**config.mk**
```make
export PLATFORM = sky130hd
export DESIGN_NAME = vga_fb_scanout
export DESIGN_NICKNAME = d
export VERILOG_FILES = /design/src/rtl/vga_pkg.sv /design/src/rtl/vga_timing_gen.sv /design/src/rtl/vga_fb_scanout.sv
export SDC_FILE = /design/constraint.sdc
export NUM_CORES = 1
export LEC_CHECK = 0
export ABC_AREA = 1
export BUFFER_PORTS_ARGS = -buffer_cell sky130_fd_sc_hd__buf_4
export CAP_MARGIN = 15
export CORE_MARGIN = 2
export CORE_UTILIZATION = 51
export CTS_BUF_LIST = sky130_fd_sc_hd__clkbuf_16
export DETAILED_ROUTE_END_ITERATION = 8
export GPL_ROUTABILITY_DRIVEN = 0
export PLACE_DENSITY = 0.77
export SYNTH_ARGS = -nofsm -noshare
export SYNTH_HDL_FRONTEND = slang
export SYNTH_SLANG_ARGS = --single-unit
```
**constraint.sdc**
```tcl
create_clock -name clk -period 4.3 [get_ports clk]
set_input_delay 0.645 -clock clk [delete_from_list [all_inputs] [get_ports clk]]
set_output_delay 0.645 -clock clk [all_outputs]
set_load 0.1 [all_outputs]
```
**src/rtl/vga_pkg.sv**
```systemverilog
// rtl/vga_pkg.sv - shared VGA section type, default 640x480 timing and sizing helpers
package vga_pkg;

  typedef enum logic [1:0] {SYNC, BACKPORCH, ACTIVE, FRONTPORCH} section_t;

  localparam int DEF_H_ACTIVE = 640;
  localparam int DEF_H_FP     = 16;
  localparam int DEF_H_SYNC   = 96;
  localparam int DEF_H_BP     = 48;
  localparam int DEF_V_ACTIVE = 480;
  localparam int DEF_V_FP     = 10;
  localparam int DEF_V_SYNC   = 2;
  localparam int DEF_V_BP     = 33;

  function automatic int line_total(input int active, input int fp, input int sync, input int bp);
    return active + fp + sync + bp;
  endfunction

  // Bits needed to hold the values 0..n-1 (never less than one bit).
  function automatic int cnt_w(input int n);
    return (n <= 2) ? 1 : $clog2(n);
  endfunction

endpackage

```
**src/rtl/vga_timing_gen.sv**
```systemverilog
// rtl/vga_timing_gen.sv - horizontal/vertical counters and section state machines
module vga_timing_gen
  import vga_pkg::*;
#(
  parameter int H_ACTIVE = DEF_H_ACTIVE,
  parameter int H_FP     = DEF_H_FP,
  parameter int H_SYNC   = DEF_H_SYNC,
  parameter int H_BP     = DEF_H_BP,
  parameter int V_ACTIVE = DEF_V_ACTIVE,
  parameter int V_FP     = DEF_V_FP,
  parameter int V_SYNC   = DEF_V_SYNC,
  parameter int V_BP     = DEF_V_BP,
  parameter int HW       = cnt_w(line_total(H_ACTIVE, H_FP, H_SYNC, H_BP)),
  parameter int VW       = cnt_w(line_total(V_ACTIVE, V_FP, V_SYNC, V_BP))
)(
  input  logic          clk,
  input  logic          nrst,
  output logic [HW-1:0] h_cnt,
  output logic [VW-1:0] v_cnt,
  output section_t      h_sec,
  output section_t      v_sec,
  output logic          h_wrap
);

  localparam int H_TOTAL = line_total(H_ACTIVE, H_FP, H_SYNC, H_BP);
  localparam int V_TOTAL = line_total(V_ACTIVE, V_FP, V_SYNC, V_BP);

  section_t h_sec_nxt;
  section_t v_sec_nxt;
  logic     v_wrap;

  always_ff @(posedge clk or negedge nrst) begin
    if (!nrst) begin
      h_cnt <= '0;
      v_cnt <= '0;
      h_sec <= SYNC;
      v_sec <= SYNC;
    end else begin
      h_cnt <= h_wrap ? '0 : h_cnt + 1'b1;
      h_sec <= h_sec_nxt;
      v_sec <= v_sec_nxt;
      if (h_wrap)
        v_cnt <= v_wrap ? '0 : v_cnt + 1'b1;
    end
  end

  always_comb begin
    h_sec_nxt = h_sec;
    case (h_sec)
      SYNC:       if (h_cnt == HW'(H_SYNC - 1)) h_sec_nxt = BACKPORCH;
      BACKPORCH:  if (h_cnt == HW'(H_SYNC + H_BP - 1)) h_sec_nxt = ACTIVE;
      ACTIVE:     if (h_cnt == HW'(H_SYNC + H_BP + H_ACTIVE - 1)) h_sec_nxt = FRONTPORCH;
      FRONTPORCH: if (h_wrap) h_sec_nxt = SYNC;
      default:    h_sec_nxt = SYNC;
    endcase
  end

  // Vertical sections only move on the last clock of a line.
  always_comb begin
    v_sec_nxt = v_sec;
    if (h_wrap) begin
      case (v_sec)
        SYNC:       if (v_cnt == VW'(V_SYNC - 1)) v_sec_nxt = BACKPORCH;
        BACKPORCH:  if (v_cnt == VW'(V_SYNC + V_BP - 1)) v_sec_nxt = ACTIVE;
        ACTIVE:     if (v_cnt == VW'(V_SYNC + V_BP + V_ACTIVE - 1)) v_sec_nxt = FRONTPORCH;
        FRONTPORCH: if (v_wrap) v_sec_nxt = SYNC;
        default:    v_sec_nxt = SYNC;
      endcase
    end
  end

  always_comb begin
    h_wrap = (h_cnt == HW'(H_TOTAL - 1));
    v_wrap = (v_cnt == VW'(V_TOTAL - 1));
  end

endmodule

```
**src/rtl/vga_fb_scanout.sv**
```systemverilog
// rtl/vga_fb_scanout.sv - VGA scan-out of a 1-bpp SRAM framebuffer with integer upscaling
module vga_fb_scanout
  import vga_pkg::*;
#(
  parameter int          H_ACTIVE = DEF_H_ACTIVE,
  parameter int          H_FP     = DEF_H_FP,
  parameter int          H_SYNC   = DEF_H_SYNC,
  parameter int          H_BP     = DEF_H_BP,
  parameter int          V_ACTIVE = DEF_V_ACTIVE,
  parameter int          V_FP     = DEF_V_FP,
  parameter int          V_SYNC   = DEF_V_SYNC,
  parameter int          V_BP     = DEF_V_BP,
  parameter int          FB_W     = 128,
  parameter int          FB_H     = 96,
  parameter int          SCALE_X  = 5,
  parameter int          SCALE_Y  = 5,
  parameter logic [31:0] FB_BASE  = 32'h3E80
)(
  input  logic        clk,
  input  logic        nrst,
  output logic        rd_req,
  output logic [31:0] rd_addr,
  input  logic        rd_ack,
  input  logic [31:0] rd_data,
  output logic        hsync_n,
  output logic        vsync_n,
  output logic        de,
  output logic        pixel,
  output logic        frame_start,
  output logic        underrun
);

  localparam int HW       = cnt_w(line_total(H_ACTIVE, H_FP, H_SYNC, H_BP));
  localparam int VW       = cnt_w(line_total(V_ACTIVE, V_FP, V_SYNC, V_BP));
  localparam int HA_START = H_SYNC + H_BP;
  localparam int VA_START = V_SYNC + V_BP;
  localparam int WORDS    = FB_W / 32;
  localparam int XW       = cnt_w(FB_W + 1);
  localparam int SXW      = cnt_w(SCALE_X);
  localparam int YW       = cnt_w(FB_H + 1);
  localparam int SYW      = cnt_w(SCALE_Y);
  localparam int IW       = cnt_w(WORDS + 1);

  logic [HW-1:0]  h_cnt;
  logic [VW-1:0]  v_cnt;
  section_t       h_sec;
  section_t       v_sec;
  logic           h_wrap;

  logic [XW-1:0]  fb_x;
  logic [SXW-1:0] rep_x;
  logic [YW-1:0]  fb_y;
  logic [SYW-1:0] rep_y;
  logic [IW-1:0]  idx;
  logic [31:0]    cur, nxt, word;
  logic           cur_valid, nxt_valid, fetch_en, req_live, word_ok;
  logic           line_start, frame_sof, row_vis, in_region, promote, ack_live, issue, ur_set, pix_nxt;
  logic [31:0]    next_addr;

  vga_timing_gen #(
    .H_ACTIVE(H_ACTIVE), .H_FP(H_FP), .H_SYNC(H_SYNC), .H_BP(H_BP),
    .V_ACTIVE(V_ACTIVE), .V_FP(V_FP), .V_SYNC(V_SYNC), .V_BP(V_BP),
    .HW(HW), .VW(VW)
  ) u_timing (
    .clk(clk), .nrst(nrst), .h_cnt(h_cnt), .v_cnt(v_cnt),
    .h_sec(h_sec), .v_sec(v_sec), .h_wrap(h_wrap)
  );

  always_comb begin
    line_start = (h_cnt == '0);
    frame_sof  = line_start && (v_cnt == '0);
    row_vis    = (v_sec == ACTIVE) && (int'(v_cnt) < VA_START + FB_H * SCALE_Y);
    in_region  = row_vis && (h_sec == ACTIVE) && (int'(h_cnt) < HA_START + FB_W * SCALE_X);
    promote    = in_region && (fb_x[4:0] == 5'd0) && (rep_x == '0);
    ack_live   = rd_ack && rd_req && req_live;
    issue      = fetch_en && !line_start && !nxt_valid && !rd_req && (idx < IW'(WORDS));
    ur_set     = fetch_en && promote && !ack_live && !nxt_valid;
    next_addr  = FB_BASE + 32'(fb_y) * 32'(WORDS) + 32'(idx);
  end

  always_ff @(posedge clk or negedge nrst) begin
    if (!nrst) begin
      fb_x  <= '0;
      rep_x <= '0;
      fb_y  <= '0;
      rep_y <= '0;
    end else begin
      if (line_start) begin
        fb_x  <= '0;
        rep_x <= '0;
      end else if (in_region) begin
        if (rep_x == SXW'(SCALE_X - 1)) begin
          rep_x <= '0;
          fb_x  <= fb_x + 1'b1;
        end else begin
          rep_x <= rep_x + 1'b1;
        end
      end
      if (frame_sof) begin
        fb_y  <= '0;
        rep_y <= '0;
      end else if (h_wrap && row_vis) begin
        if (rep_y == SYW'(SCALE_Y - 1)) begin
          rep_y <= '0;
          fb_y  <= fb_y + 1'b1;
        end else begin
          rep_y <= rep_y + 1'b1;
        end
      end
    end
  end

  // req_live tags the outstanding read; once cleared its data is dropped on arrival.
  always_ff @(posedge clk or negedge nrst) begin
    if (!nrst) begin
      rd_req    <= 1'b0;
      rd_addr   <= '0;
      req_live  <= 1'b0;
      fetch_en  <= 1'b0;
      idx       <= '0;
      cur       <= '0;
      nxt       <= '0;
      cur_valid <= 1'b0;
      nxt_valid <= 1'b0;
    end else begin
      if (rd_req && rd_ack) begin
        rd_req <= 1'b0;
      end else if (issue) begin
        rd_req   <= 1'b1;
        rd_addr  <= next_addr;
        req_live <= 1'b1;
      end
      if (line_start) begin
        fetch_en  <= row_vis;
        idx       <= '0;
        cur_valid <= 1'b0;
        nxt_valid <= 1'b0;
        req_live  <= 1'b0;
      end else if (fetch_en) begin
        if (promote) begin
          if (ack_live) begin
            cur       <= rd_data;
            cur_valid <= 1'b1;
            idx       <= idx + 1'b1;
          end else if (nxt_valid) begin
            cur       <= nxt;
            cur_valid <= 1'b1;
            nxt_valid <= 1'b0;
          end else begin
            cur_valid <= 1'b0;
            fetch_en  <= 1'b0;
            req_live  <= 1'b0;
          end
        end else if (ack_live) begin
          nxt       <= rd_data;
          nxt_valid <= 1'b1;
          idx       <= idx + 1'b1;
        end
      end
    end
  end

  // On a promote clock the pixel comes from the word being promoted, not the old cur.
  always_comb begin
    word    = cur;
    word_ok = cur_valid;
    if (promote) begin
      if (ack_live) begin
        word    = rd_data;
        word_ok = 1'b1;
      end else begin
        word    = nxt;
        word_ok = nxt_valid;
      end
    end
    pix_nxt = in_region && fetch_en && word_ok && word[5'd31 - fb_x[4:0]];
  end

  always_ff @(posedge clk or negedge nrst) begin
    if (!nrst) begin
      hsync_n     <= 1'b1;
      vsync_n     <= 1'b1;
      de          <= 1'b0;
      pixel       <= 1'b0;
      frame_start <= 1'b0;
      underrun    <= 1'b0;
    end else begin
      hsync_n     <= (h_sec != SYNC);
      vsync_n     <= (v_sec != SYNC);
      de          <= (h_sec == ACTIVE) && (v_sec == ACTIVE);
      pixel       <= pix_nxt;
      frame_start <= frame_sof;
      if (ur_set)
        underrun <= 1'b1;
      else if (frame_sof)
        underrun <= 1'b0;
    end
  end

endmodule

```
* Word-level counts from Yosys, hierarchy flattened *
Cells that the tools add are included.

storage, ports and cells
  output and inout port bits = 39
  bits in registers = 155
  input bits = 35
  word-level logic and storage cells = 175

operators by class
  add/subtract/negate cells = 10
  reductions and logical operators = 52
  bitwise gates (word level) = 3
  magnitude comparators = 4
  equality and inequality tests = 25
  muxes and demuxes = 58

operator list
  operator                 number
  $mux W32                 4
  $eq A10 B10 Y1 const B   4
  $mux W3                  9
  $mux W1                  26
  $mux W8                  3
  $reduce_bool A2 Y1       12
  $mux W7                  3
  $add A10 B1 Y10 const B  2
  $logic_and A1 B1 Y1      20
  $logic_not A10 Y1        2
  $lt A10 B10 Y1 const B   2
  $mux W10                 2
  $add A15 B3 Y16          1
  $mux W2                  8
  $pmux W2 S4              2
  $add A14 B9 Y15 const A  1
  $ne A2 B1 Y1 const B     7
  $reduce_and A2 Y1        6
  $eq A10 B1 Y1 const B    1
  $eq A10 B6 Y1 const B    1
  $eq A10 B7 Y1 const B    1
  $eq A10 B8 Y1 const B    1
  $add A3 B1 Y3 const B    3
  $add A8 B1 Y8 const B    1
  other kinds (18)         30

* Depth between registers and ports, before layout *
Gate-level depths: netlist of run 1.

  depth in word-level cells = 13
  gate-level depth with buffers = 19
  depth with buffers taken out = 17

* Hierarchy *
Synthesis of run 1 repeated with hierarchy kept, for this count alone.

unflattened totals
  cells, all modules = 947
  area total of the unflattened synthesis = 7,516.0 um^2

modules (own cells, without submodules)
  module          times used  cells an instance  area an instance (um^2)
  vga_fb_scanout  1           757                5,964.5
  vga_timing_gen  1           190                1,551.5

* Worst setup path before layout of run 1 *
Ideal clock, no wire load.

  kind = register -> register
  start point = reg rd_req
  end point = reg pixel
  arrival = 2.442 ns
  period minus slack after synthesis = 2.514 ns
  required time = 4.229 ns
  setup slack = 1.786 ns
  stages on the path, launching flop included = 16
  cell sequence = dfrtp_1 -> nand3_1 -> inv_2 -> buf_2 -> nand2_1 -> o21ai_0 -> nand4_1 -> nand3_1 -> nand2_1 -> nand2_1 -> nand2_1 -> inv_1 -> nand2_1 -> nand2_1 -> nand3_1 -> nor2_1

between the ends
  word-level cells in the longest chain between the ends = 7
  elaborated cells between the ends (all ways) = 10

ends and longest elaborated chain
  item                                  RTL line               text
  start: declaration                    vga_fb_scanout.sv:21   output logic rd_req,
  start signal: assignment              vga_fb_scanout.sv:116  rd_req <= 1'b0;
  start signal: assignment              vga_fb_scanout.sv:127  rd_req <= 1'b0;
  start signal: assignment              vga_fb_scanout.sv:129  rd_req <= 1'b1;
  $logic_and A1 B1 Y1 (*) (2 in a row)  vga_fb_scanout.sv:75   ack_live = rd_ack && rd_req && req_live;
  $mux W32                              -
  $mux W32                              vga_fb_scanout.sv:167  if (promote) begin
  $bmux W1 S5                           vga_fb_scanout.sv:176  pix_nxt = in_region && fetch_en && word_ok && word[5'd31 - fb_x[4:0]];
  $mux W1 (not written as such)         vga_fb_scanout.sv:176
  $logic_and A1 B1 Y1 (*)               vga_fb_scanout.sv:176
  net pix_nxt                           vga_fb_scanout.sv:57   logic line_start, frame_sof, row_vis, in_region, promote, ack_live, issue, ur_set, pix_nxt;
  end signal: assignment                vga_fb_scanout.sv:191  pixel <= pix_nxt;
  end: declaration                      vga_fb_scanout.sv:28   output logic pixel,

The timed path passes the listed nets; every way through them passes the cells marked *. The select of a mux whose other input is x is not followed.
A chain may end at the register's enable or synchronous reset.

* Worst setup path after layout of run 1 *
  start point = reg fb_x[0]
  end point = reg cur[7]

between the ends
  word-level cells in the longest chain between the ends = 4

ends and longest elaborated chain
  item                                RTL line               text
  start: declaration                  vga_fb_scanout.sv:50   logic [XW-1:0] fb_x;
  start signal: assignment            vga_fb_scanout.sv:94   fb_x <= fb_x + 1'b1;
  $logic_not A5 Y1                    vga_fb_scanout.sv:74   promote = in_region && (fb_x[4:0] == 5'd0) && (rep_x == '0);
  $logic_and A1 B1 Y1 (2 in a row)    vga_fb_scanout.sv:74
  $reduce_and A4 Y1 (no source line)  -
  end signal: assignment              vga_fb_scanout.sv:142  cur <= rd_data;
  end signal: assignment              vga_fb_scanout.sv:146  cur <= nxt;
  end: declaration                    vga_fb_scanout.sv:55   logic [31:0] cur, nxt, word;

No other way between the ends.

==> results.txt, run 1 <==
----------------------------------------------------
[Yosys]
  Number of synthesized flops with an enable pin ... 0
  Count of unique library cells instantiated by Yosys ... 50
  Synthesized instance count ... roughly 950
  Post-synthesis adder-cell area fraction ... roughly 4.2%
  Synthesis Warnings ... 0
  Compound-gate portion of the synthesized area ... 11.0%
  Async set-reset flop share out of synthesis ... 100%
  Area share of the largest cell type after synthesis ... between 40% and 50%
  Most numerous cell types in the synthesized netlist ... nand2_1, dfrtp_1, inv_1, o21ai_0, nand3_1
  Top cells by area in the synthesized netlist ... dfrtp_1, nand2_1, o21ai_0, inv_1, nand3_1
  Synthesized area ... ~7400 um^2
  Synthesized-area fraction occupied by xor and xnor cells ... 1.18%
  Largest family of logic cells by synthesized area ... simple AND/OR/NAND/NOR gates
  Sequential element share of the synthesized area ... 45.4%
  Leading register cell type out of synthesis ... dfrtp_1
  Simple-gate portion of the synthesized area ... roughly 27%
  Fraction of synthesized area in multiplexers ... 0.135%
  Cell with the most instances after synthesis ... nand2_1
  Area leader, netlist ... dfrtp_1
  Post-Syn Area per Cell ... a little under 8 um^2
  Flip-flop and latch count after synthesis ... 134

[Timing]
  Unrepaired setup endpoints after global routing ... no
  Max-slew violation total from the final report ... 0
  Max-slew headroom at the worst pin ... roughly 47%
  Count of final hold-check violations ... 0
  Fin crit share ... 74.6%
  Worst hold slack ... 0.298 ns
  Highest Clock Rate ... slightly above 300 MHz
  Final sum of negative setup slack ... 0 ns
  Count of endpoints failing setup in the final report ... 0
  Minimum clock period after layout ... 3.21 ns
  Worst slew pin tran ... 0.788 ns
  Largest clock skew in the final design ... between 0.007 and 0.008 ns
  Final setup margin ... 1.09 ns

[Cells and area]
  Share of post-route cells with drive strength above 1 ... roughly 13%
  Number of nets in the finished design ... roughly 1.1k
  Filler cell count in the final layout ... around 1.3k
  Number of antenna repair diodes ... 0
  Area added between synthesis and finish ... 15.0%

[Global route]
  Grt met1 use ... 30.6%
  Global-route total usage across every layer ... 22.4%
  Initial antenna violation count ... 0
  GRT Residual Overflow ... 0
  Wire length of the first global-routing pass ... approximately 29,000 um
  Maximum number of pins on one net before global-route repair ... 65
  Vias in the first global route ... between 6k and 7k
  Routing layer with the top usage in global route ... met2
  Global-route met2 utilization ... 36.1%
  Global-route met3 utilization ... 4.42%

[Clock tree]
  Bufs on Longest Clock Path ... 2
  Post-CTS Repair Setup Buffers ... 0
  Clock root buffer master ... clkbuf_16
  Htree depth ... 4
  Latest clock arrival within the worst-skew pair ... 0.42 ns
  Number of hold buffers added after cts ... 0
  Clock-pin slew of the registers on the worst-case setup and hold paths ... 0.06 ns
  Number of clock sinks seen by CTS ... 134
  CTS-repair resized insts ... 0
  Clock tree from TritonCTS ... yes
  TritonCTS Buffers ... 17

[Detailed routing]
  WL/cell ... ~14 um
  Vias per std cell ... 5.28
  DRT iter0 DRCs ... 516
  Antenna violation net count after detailed routing ... 0
  Detailed Route WL ... 16,400 um
  Total vias in the final route ... 6,324
  DRC Markers ... 0
  Detailed-router iteration count before antenna repair ... 5

[Critical path]
  Maximum fanout along the worst path ... slightly above 40
  Data arrival, critical path ... 3.51 ns
  Kind of end point of the critical path ... flip-flop
  Critical path class ... flip-flop to flip-flop
  Worst endpoint required time ... 4.60 ns
  Kind of launch point of the worst setup path ... flip-flop

[Placed design]
  Pre-CTS setup slack ... roughly 1.2 ns
  Count of port buffers added during placement ... 56
  HPWL Detailed ... 10,900 um

[Min path]
  Worst min-delay path category ... input port to async pin

[Floorplan]
  Core ar. ... 14,400 um^2
  Rows ... 44
  Y dimension of the die ... 124 um
  Initial cell density of the core ... 51.5%
  Total I/O pin count ... 74
  Die Footprint ... roughly 15,000 um^2
  Die Wd ... 124 um

[Power and ir drop]
  Maximum resistive drop on vdd ... 0.281 mV
  Cell Pwr Density ... 347 nW/um^2
  Total leakage power ... 4.14 nW

[Run status]
  Run status ... finished clean

[Job]
  Total of max-cap violations ... 0

----------------------------------------------------
## worst max-delay path: stages (launching register included)
cell and delay, ns:
dfrtp_1 0.61, clkinv_1 0.14, ha_1 0.15, nand4_1 0.10, nor3_2 0.11, buf_4 0.29, nand3_4 0.39, nor2_1 0.21
inv_1 0.08, nor2_2 0.08, buf_4 0.36, inv_2 0.29, nand2_1 0.15, nand2_1 0.07
## where the power goes
group | switching (mW) | internal [mW] | leakage [nW]
combinational | 0.0927 | 0.0216 | 2.20
sequential | 0.0000000000000000706 | 1.26 | 1.64
clock | 0.558 | 1.02 | 0.300
total | 0.651 | 2.30 | 4.14
## logic make-up (layout without fill, tap and decap cells)
| family | Yosys count | in the layout |
|---|---|---|
| xor gates and xnor gates | 10 | 10 |
| other | 1 | 17 |
| adders and majority gates | 25 | 25 |
| buffers and inverters | 181 | 224 |
| and+or+nand+nor | 454 | 454 |
| muxes | 1 | 1 |
| DFF | 134 | 134 |
| AOI/OAI and AO/OA | 148 | 148 |
## state kept, by name, indices dropped and copies added (netlist names), 2 cells and up
register	cells
nxt	32
u_timing.v_cnt	10
u_timing.h_cnt	10
idx	3
fb_y	7
u_timing.v_sec	2
rep_x	3
cur	32
fb_x	5
u_timing.h_sec	2
rep_y	3
rd_addr	14
## stage by stage
| stage | total power [mW] | utilization (%) | instance area (um^2) | cells |
|---|---|---|---|---|
| after floorplan | 1.36 | - | 7460 | 970 |
| after global placement | 1.40 | 54.8 | 7870 | 1166 |
| after detailed placement | 1.40 | 54.8 | 7870 | 1166 |
| after CTS | 2.97 | 59.2 | 8500 | 1197 |
| after global routing | 3.03 | 59.2 | 8500 | 1197 |
| final | 2.95 | 59.2 | 8500 | 1197 |
## placed cells by master, fill, tap and decap left out, types with 2 or more instances in the layout
cell type and count:
nand2_1 272, dfrtp_1 132, inv_1 120, o21ai_0 97, nand3_1 63, buf_4 63, nor2_1 45, nand4_1 30
ha_1 25, a21oi_1 22, nor3_1 18, conb_1 17, clkbuf_16 17, xor2_1 8, nor2_2 8, inv_2 6
o21ai_1 5, a211oi_1 5, bufinv_16 5, o22ai_1 4, clkinv_1 4, nand2_2 4, o211ai_1 3, clkinv_2 3
clkinvlp_4 3, and3_1 2, o21a_1 2, o21ai_2 2, nor4_1 2, xnor2_1 2, nor3_2 2, dfstp_2 2
## final cells by class
cell class,count,area [um^2],area share (%)
Sequential cell,134,3360,39.5
Multi-Input combinational cell,655,3310,38.9
Timing Repair Buffer,64,493,5.80
Inverter,129,485,5.71
Clock buffer,17,425,5.00
Tap cell,184,230,2.71
Clock inverter,14,208,2.44
## worst paths after layout
path	from	to	slack, ns	depth (start not counted)
worst max-delay path	fb_x[0]$_DFFE_PN0P_	cur[7]$_DFFE_PN0P_	1.09	13
worst min-delay path	nrst	rd_addr[5]$_DFFE_PN0P_	0.30	1
worst max register to register	fb_x[0]$_DFFE_PN0P_	cur[7]$_DFFE_PN0P_	1.09	13
worst min register to register	cur[29]$_DFFE_PN0P_	cur[29]$_DFFE_PN0P_	0.47	2
max in group asynchronous	nrst	nxt[17]$_DFFE_PN0P_	3.16	2
min in group clk	rd_ack	rd_req$_DFFE_PN0P_	0.43	2
## metal layers
layer	part of all wire, %	vias to the layer above
met5	0	-
met4	1.5	0
met3	5.1	23
met2	48	201
met1	45	2962
li1	-	3138
Power figures use the tool's default switching activity.
==> inputs of run 2 (changes only) <==
Settings changed: ABC_AREA 1 to 0, PLACE_DENSITY 0.77 to 0.8.
Clock period 4.3 ns to 2.58 ns, I/O delays scaled along.
==> results.txt, run 2 <==
----------------------------------------------------
[Run status]
  Run status ... finished clean

[Clock tree]
  Clock root buffer master ... clkbuf_16
  Latest clock arrival within the worst-skew pair ... 0.43 ns (about the same)
  Bufs on Longest Clock Path ... 2 (unchanged)
  Htree depth ... 4 (unchanged)
  Clock-pin slew of the registers on the worst-case setup and hold paths ... 0.06 ns (about the same)
  Clock tree from TritonCTS ... yes
  Number of clock sinks seen by CTS ... 134 (unchanged)
  TritonCTS Buffers ... 17 (unchanged)

[Floorplan]
  Total I/O pin count ... 74 (unchanged)
  Rows ... 42 (-4.5%)
  Die Footprint ... 14,700 um^2 (-4.9%)
  Core ar. ... 13,300 um^2 (-7.1%)
  Die Wd ... 121 um (-2.5%)
  Initial cell density of the core ... 52.6% (+1.1 points)
  Y dimension of the die ... 121 um (-2.5%)

[Yosys]
  Area leader, netlist ... dfrtp_1
  Post-Syn Area per Cell ... 9.93 um^2 (+28%)
  Async set-reset flop share out of synthesis ... 100% (unchanged)
  Top cells by area in the synthesized netlist ... dfrtp_1, mux2_2, ha_1, nand2_1, nor2_1
  Cell with the most instances after synthesis ... dfrtp_1
  Number of synthesized flops with an enable pin ... 0 (unchanged)
  Most numerous cell types in the synthesized netlist ... dfrtp_1, nand2_1, nor2_1, a21oi_1, mux2_2
  Synthesized area ... 7020 um^2 (-5.1%)
  Synthesized instance count ... 707 (-26%)
  Flip-flop and latch count after synthesis ... 134 (unchanged)
  Count of unique library cells instantiated by Yosys ... 60 (+20%)
  Leading register cell type out of synthesis ... dfrtp_1
  Synthesis Warnings ... 0 (unchanged)
  Area share of the largest cell type after synthesis ... 47.0% (+2.4 points)
  Sequential element share of the synthesized area ... 47.8% (+2.4 points)

[Power and ir drop]
  Part of the power in the clock network ... 50.1% (-3.3 points)
  Switching power summed over all nets ... 1.08 mW (+65%)
  Internal power component ... 3.55 mW (+54%)
  Sequential cell fraction of total power ... 45.5% (+2.8 points)
  Total leakage power ... 3.93 nW (-5.1%)
  Maximum resistive drop on vdd ... 0.419 mV (+49%)
  Cell Pwr Density ... 548 nW/um^2 (+58%)
  Comb power frac ... 4.4% (+0.5 points)
  Sw Ratio ... 23.3% (+1.3 points)
  Overall power of the completed layout ... 4.62 mW (+57%)

[Timing]
  Max-slew headroom at the worst pin ... 66.2% (+19 points)
  Largest clock skew in the final design ... 0.00991 ns (+0.00288 ns)
  Count of final hold-check violations ... 0 (unchanged)
  Final setup margin ... 0.0109 ns (-1.08 ns)
  Worst hold slack ... 0.171 ns (-0.127 ns)
  Worst slew pin tran ... 0.508 ns (-0.280 ns)
  Minimum clock period after layout ... 2.57 ns (-0.641 ns)
  Highest Clock Rate ... 389 MHz (+25%)
  Max-slew violation total from the final report ... 0 (unchanged)
  Unrepaired setup endpoints after global routing ... yes
  Count of endpoints failing setup in the final report ... 0 (unchanged)
  Fin crit share ... 99.6% (+25 points)

[Cells and area]
  Regs by FF count ... cur x32, nxt x32, rd_addr x14
  Number of antenna repair diodes ... 0 (unchanged)
  Area added between synthesis and finish ... 20.2%
  Most common cell after layout, fill and taps aside ... dfrtp_1
  Number of nets in the finished design ... 851 (-20%)
  Share of post-route cells with drive strength above 1 ... 23.8% (+11 points)
  Final cell area excluding filler cells ... 8440 um^2 (-0.77%)
  Layout Utilization ... 63.2% (+4.0 points)
  Top library cells by usage in the layout, fill and taps aside ... dfrtp_1, buf_4, nand2_1, nor2_1, a21oi_1

[Detailed routing]
  Total vias in the final route ... 5,590 (-12%)
  WL/cell ... 16.3 um (+19%)
  Detailed-router iteration count before antenna repair ... 5 (unchanged)
  Vias per std cell ... 5.70 (+8.0%)
  Antenna violation net count after detailed routing ... 0 (unchanged)
  DRT iter0 DRCs ... 419 (-19%)
  DRC Markers ... 0 (unchanged)
  Detailed Route WL ... 16,000 um (-2.5%)

[Global route]
  Initial antenna violation count ... 0 (unchanged)
  Global-route total usage across every layer ... 22.9% (+0.45 points)
  GRT Residual Overflow ... 0 (unchanged)
  Maximum number of pins on one net before global-route repair ... 38 (-42%)
  Wire length of the first global-routing pass ... 26,500 um (-8.2%)
  Vias in the first global route ... 5,671 (-5.8%)

[Placed design]
  Area of placed instances ... 7730 um^2 (-1.7%)
  HPWL Detailed ... 11,300 um (+3.7%)
  Count of port buffers added during placement ... 56 (unchanged)
  Pre-CTS setup slack ... -0.0874 ns (-1.25 ns)

[Critical path]
  Kind of end point of the critical path ... flip-flop
  Worst endpoint required time ... 2.89 ns (-1.71 ns)
  Data arrival, critical path ... 2.88 ns (-0.63 ns)
  Critical path class ... flip-flop to flip-flop
  Maximum fanout along the worst path ... 8 (-80%)
  Kind of launch point of the worst setup path ... flip-flop

[Min path]
  Worst min-delay path category ... input port to flip-flop

[Job]
  Total of max-cap violations ... 0 (unchanged)

----------------------------------------------------
run 2: changes by cell type in the layout (fill, tap and decap cells not counted), sizes merged, moves of 6 or more:
cell | before | now
nand3 | 65 | 29
inv | 127 | 26
nand2 | 276 | 83
nor3 | 20 | 11
o21ai | 104 | 26
nor2 | 55 | 82
mux2 | 0 | 39
mux2i | 1 | 28
a21oi | 23 | 48
or3 | 0 | 6
xnor2 | 2 | 12
nand4 | 30 | 11
xor2 | 8 | 16
buf | 64 | 100
run 2: layout make-up:
type | instances | area [um^2]
multi-input combinational | 512 | 3360
clock inverter | 15 | 139
inverter | 24 | 90.1
fill | 1038 | 4910
clock buffer | 17 | 425
sequential | 134 | 3360
tap | 176 | 220
timing repair buffer | 102 | 852
run 2: what timing repair did:
action                                  CTS  global route
hold endpoints to repair                 31             0
resized for setup                         3            10
hold buffers                              1             0
pin swaps                                 1             2
setup buffers                             2             7
endpoints found under the setup margin   43            51
cloned                                    0             1
run 2: final timing paths:
kind | depth (start not counted) | to | slack, ns | startpoint
min reg2reg | 1 | nxt[6]$_DFFE_PN0P_ | 0.49 | nxt[6]$_DFFE_PN0P_
max in group asynchronous | 3 | hsync_n$_DFF_PN1_ | 1.38 | nrst
min | 2 | rd_req$_DFFE_PN0P_ | 0.17 | rd_ack
max reg2reg | 11 | pixel$_DFF_PN0_ | 0.01 | u_timing.h_sec[0]$_DFFE_PN0P_
max | 11 | pixel$_DFF_PN0_ | 0.01 | u_timing.h_sec[0]$_DFFE_PN0P_
min in group asynchronous | 2 | frame_start$_DFF_PN0_ | 0.48 | nrst
run 2: power by group through the flow:
stage          clock network, mW  registers, mW  logic (mW)
2_1_floorplan                  0           2.14       0.129
3_3_place_gp                   0           2.14       0.203
3_5_place_dp                   0           2.14       0.207
4_1_cts                     2.34           2.10       0.209
5_1_grt                     2.44           2.10       0.220
6_report                    2.32           2.10       0.206
run 2: metal layers:
metal	part of all wire, %	track usage (%)	vias up	routed length, um
li1	-	-	2595	-
met2	50	38.2	195	8030
met4	2.1	9.27	0	335
met3	5.1	5.31	36	816
met5	0	0	-	0
met1	43	28.7	2764	6840
run 2: worst max-delay path, stage by stage (launching register included):
cell	delay, ns
dfrtp_1	0.37
inv_1	0.09
ha_1	0.25
and2_1	0.16
o2111a_2	0.18
and2_4	0.22
buf_6	0.12
a211o_1	0.25
o211a_1	0.14
a2111o_1	0.38
a21o_1	0.21
o311ai_1	0.09
run 2: stage by stage:
stage | setup TNS (ns) | std cells
3_3_place_gp | 0 | 938
6_report | 0 | 980
2_1_floorplan | 0 | 723
5_1_grt | -0.0626 | 980
4_1_cts | 0 | 973
3_5_place_dp | -1.92 | 938
run 2: cells by family after synthesis:
| family | Yosys count | share of synthesized area [%] |
|---|---|---|
| other | 1 | 0.0534 |
| AO/OA/AOI/OAI | 118 | 10.2 |
| flip-flops | 134 | 47.8 |
| buffers and inverters | 77 | 5.95 |
| AND/OR/NAND/NOR | 255 | 17.1 |
| multiplexers | 69 | 10.9 |
| XOR/XNOR | 28 | 3.49 |
| adder cells (fa/ha/maj) | 25 | 4.45 |
==> inputs of run 3 (changes only) <==
Settings changed: ABC_AREA 0 to 1, ABC_CLOCK_PERIOD_IN_PS from default to 2580.
==> results.txt, run 3 (synthesis gave the netlist of run 1 again) <==
----------------------------------------------------
[Min path]
  Worst min-delay path category ... input port to async pin

[Floorplan]
  Total I/O pin count ... 74 (unchanged)
  Die Footprint ... 15,500 um^2 (+5.1%)
  Die Wd ... 124 um (+2.5%)
  Y dimension of the die ... 124 um (+2.5%)
  Rows ... 44 (+4.8%)
  Core ar. ... 14,400 um^2 (+7.6%)
  Initial cell density of the core ... 51.5% (-1.1 points)

[Detailed routing]
  Detailed-router iteration count before antenna repair ... 5 (unchanged)
  Detailed Route WL ... 16,100 um (+0.69%)
  DRC Markers ... 0 (unchanged)
  Detail Route met3 WL ... 741 um (-9.2%)
  Detailed-routing wirelength on met1 ... 7520 um (+10%)
  Antenna violation net count after detailed routing ... 0 (unchanged)
  Highest metal layer used by the detailed router ... met4
  Met2 wire len ... 7650 um (-4.8%)
  Total vias in the final route ... 6,320 (+13%)
  Vias per std cell ... 5.17 (-9.3%)
  DRT iter0 DRCs ... 613 (+46%)
  WL/cell ... 13.2 um (-19%)

[Cells and area]
  Filler cell count in the final layout ... 1,197 (+15%)
  Top library cells by usage in the layout, fill and taps aside ... nand2_1, dfrtp_1, inv_1, o21ai_0, buf_4
  Area added between synthesis and finish ... 17.4%
  Share of post-route cells with drive strength above 1 ... 14.8% (-8.9 points)
  Regs by FF count ... cur x32, nxt x32, rd_addr x14
  Non-filler cells in the finished layout ... 1,222 (+25%)
  Number of antenna repair diodes ... 0 (unchanged)
  Most common cell after layout, fill and taps aside ... nand2_1
  Final cell area excluding filler cells ... 8680 um^2 (+2.9%)
  Number of nets in the finished design ... 1,085 (+27%)

[Timing]
  Minimum clock period after layout ... 2.38 ns (-0.194 ns)
  Final sum of negative setup slack ... 0 ns (unchanged)
  Count of endpoints failing setup in the final report ... 0 (unchanged)
  Max-slew headroom at the worst pin ... 52.1% (-14 points)
  Largest clock skew in the final design ... 0.00554 ns (-0.00437 ns)
  Worst slew pin tran ... 0.718 ns (+0.210 ns)
  Highest Clock Rate ... 421 MHz (+8.2%)
  Fin crit share ... 92.1% (-7.5 points)
  Max-slew violation total from the final report ... 0 (unchanged)
  Count of final hold-check violations ... 0 (unchanged)
  Unrepaired setup endpoints after global routing ... no

[Clock tree]
  TritonCTS Buffers ... 17 (unchanged)
  Clock tree from TritonCTS ... yes
  Latest clock arrival within the worst-skew pair ... 0.42 ns (about the same)
  Number of clock sinks seen by CTS ... 134 (unchanged)
  Clock-pin slew of the registers on the worst-case setup and hold paths ... 0.06 ns (about the same)
  Htree depth ... 4 (unchanged)
  Clock root buffer master ... clkbuf_16
  Bufs on Longest Clock Path ... 2 (unchanged)
  Post-CTS Repair Setup Buffers ... 0 (-2)

[Job]
  Total of max-cap violations ... 0 (unchanged)

[Power and ir drop]
  Overall power of the completed layout ... 4.71 mW (+1.9%)
  Maximum resistive drop on vdd ... 0.506 mV (+21%)
  Total leakage power ... 4.25 nW (+8.0%)
  Cell Pwr Density ... 543 nW/um^2 (-0.96%)

[Placed design]
  Count of port buffers added during placement ... 56 (unchanged)
  Area of placed instances ... 8070 um^2 (+4.3%)
  Total placed cells including tap cells ... 1,189 (+27%)
  HPWL Detailed ... 11,100 um (-2.4%)

[Global route]
  Initial antenna violation count ... 0 (unchanged)
  Wire length of the first global-routing pass ... 28,400 um (+7.0%)
  GRT Residual Overflow ... 0 (unchanged)
  Vias in the first global route ... 6,097 (+7.5%)
  Global-route total usage across every layer ... 22.0% (-0.83 points)
  Maximum number of pins on one net before global-route repair ... 65 (+71%)

[Critical path]
  Cell with the biggest individual delay on the critical path ... dfrtp_1
  Maximum fanout along the worst path ... 26 (+18)
  Length in cells of the worst reg-to-reg path ... 12 (+1)
  Kind of end point of the critical path ... flip-flop
  Kind of launch point of the worst setup path ... flip-flop
  Data arrival, critical path ... 2.70 ns (-0.18 ns)
  Cell family with the largest share of critical-path delay ... simple AND/OR/NAND/NOR gates
  Slowest stage delay, CP ... 0.41 ns (+0.03 ns)
  Cell repeated most along the worst path ... nor2_2
  Worst path cell trace ... nor2_1, nand2_1, nor2_2, nor2_2, nor2_8, buf_4, inv_1, o21ai_2, o21ai_2, nor2_2, nand2_1, a211oi_1
  Logic depth of the worst setup path including buffers ... 12 (+1)
  Critical path class ... flip-flop to flip-flop
  Worst endpoint required time ... 2.90 ns (about the same)
  Bufs and invs on worst path ... 2 (unchanged)

[Run status]
  Run status ... finished clean

----------------------------------------------------
## run 3: cell count changes in the layout (fill, tap and decap cells not counted), sizes merged, moves of 13 or more
cell | previous run | this run
buf | 100 | 87
o21ai | 26 | 104
nor2 | 82 | 55
mux2i | 28 | 1
nand3 | 29 | 66
inv | 26 | 128
nand2 | 83 | 276
nand4 | 11 | 30
mux2 | 39 | 0
a21oi | 48 | 23
## run 3: metrics by stage
| stage | util, % | hold WS, ns | setup WS (ns) |
|---|---|---|---|
| after global routing | 60.4 | 0.0764 | 0.00631 |
| after floorplan | - | 0.0914 | 0.0665 |
| final | 60.4 | 0.0253 | 0.205 |
| after CTS | 60.2 | 0.0422 | 0.153 |
| after global placement | 56.2 | 0.452 | 0.264 |
| after detailed placement | 56.2 | 0.459 | 0.184 |
## run 3: worst paths after layout
kind                                                    start                     endpoint  slack [ns]
worst max-delay path            u_timing.v_cnt[6]$_DFFE_PN0N_          fb_y[4]$_DFFE_PN0P_        0.20
worst min-delay path                                     nrst       rd_addr[5]$_DFFE_PN0P_        0.03
worst max register to register  u_timing.v_cnt[6]$_DFFE_PN0N_          fb_y[4]$_DFFE_PN0P_        0.20
worst min register to register    u_timing.h_cnt[0]$_DFF_PN0_  u_timing.h_cnt[0]$_DFF_PN0_        0.46
max in group asynchronous                                nrst  u_timing.h_cnt[2]$_DFF_PN0_        1.86
min in group clk                                       rd_ack           rd_req$_DFFE_PN0P_        0.18
## run 3: area by class of cell
type	instances	area, um^2	share of cell area, %
clock inverter	15	163	1.87
multi-input combinational	656	3330	38.4
tap	184	230	2.65
sequential	134	3360	38.7
clock buffer	17	425	4.90
timing repair buffer	87	691	7.96
inverter	129	485	5.59
## run 3: where the power goes
group                switching [mW]  internal [mW]
Clock                         0.910           1.50
Combinational                 0.156         0.0388
Sequential     0.000000000000000135           2.10
## run 3: what timing repair did
| item | in CTS | in global routing |
|---|---|---|
| gates resized for setup | 0 | 3 |
| setup endpoints to repair | 0 | 19 |
| hold buffers | 0 | 0 |
## run 3: metal layers
metal / GRT usage (%) / up-vias
met3: 4.55 / 20
met2: 36.1 / 158
met4: 6.81 / 0
met5: 0 / -
met1: 29.6 / 2948
li1: - / 3194
## run 3: worst reg2reg max path, delay by kind of cell (launching register included)
family,cells,cell delay (ns)
DFF,1,0.41
and+or+nand+nor,7,0.86
buffers and inverters,2,0.46
AOI/OAI and AO/OA,3,0.53
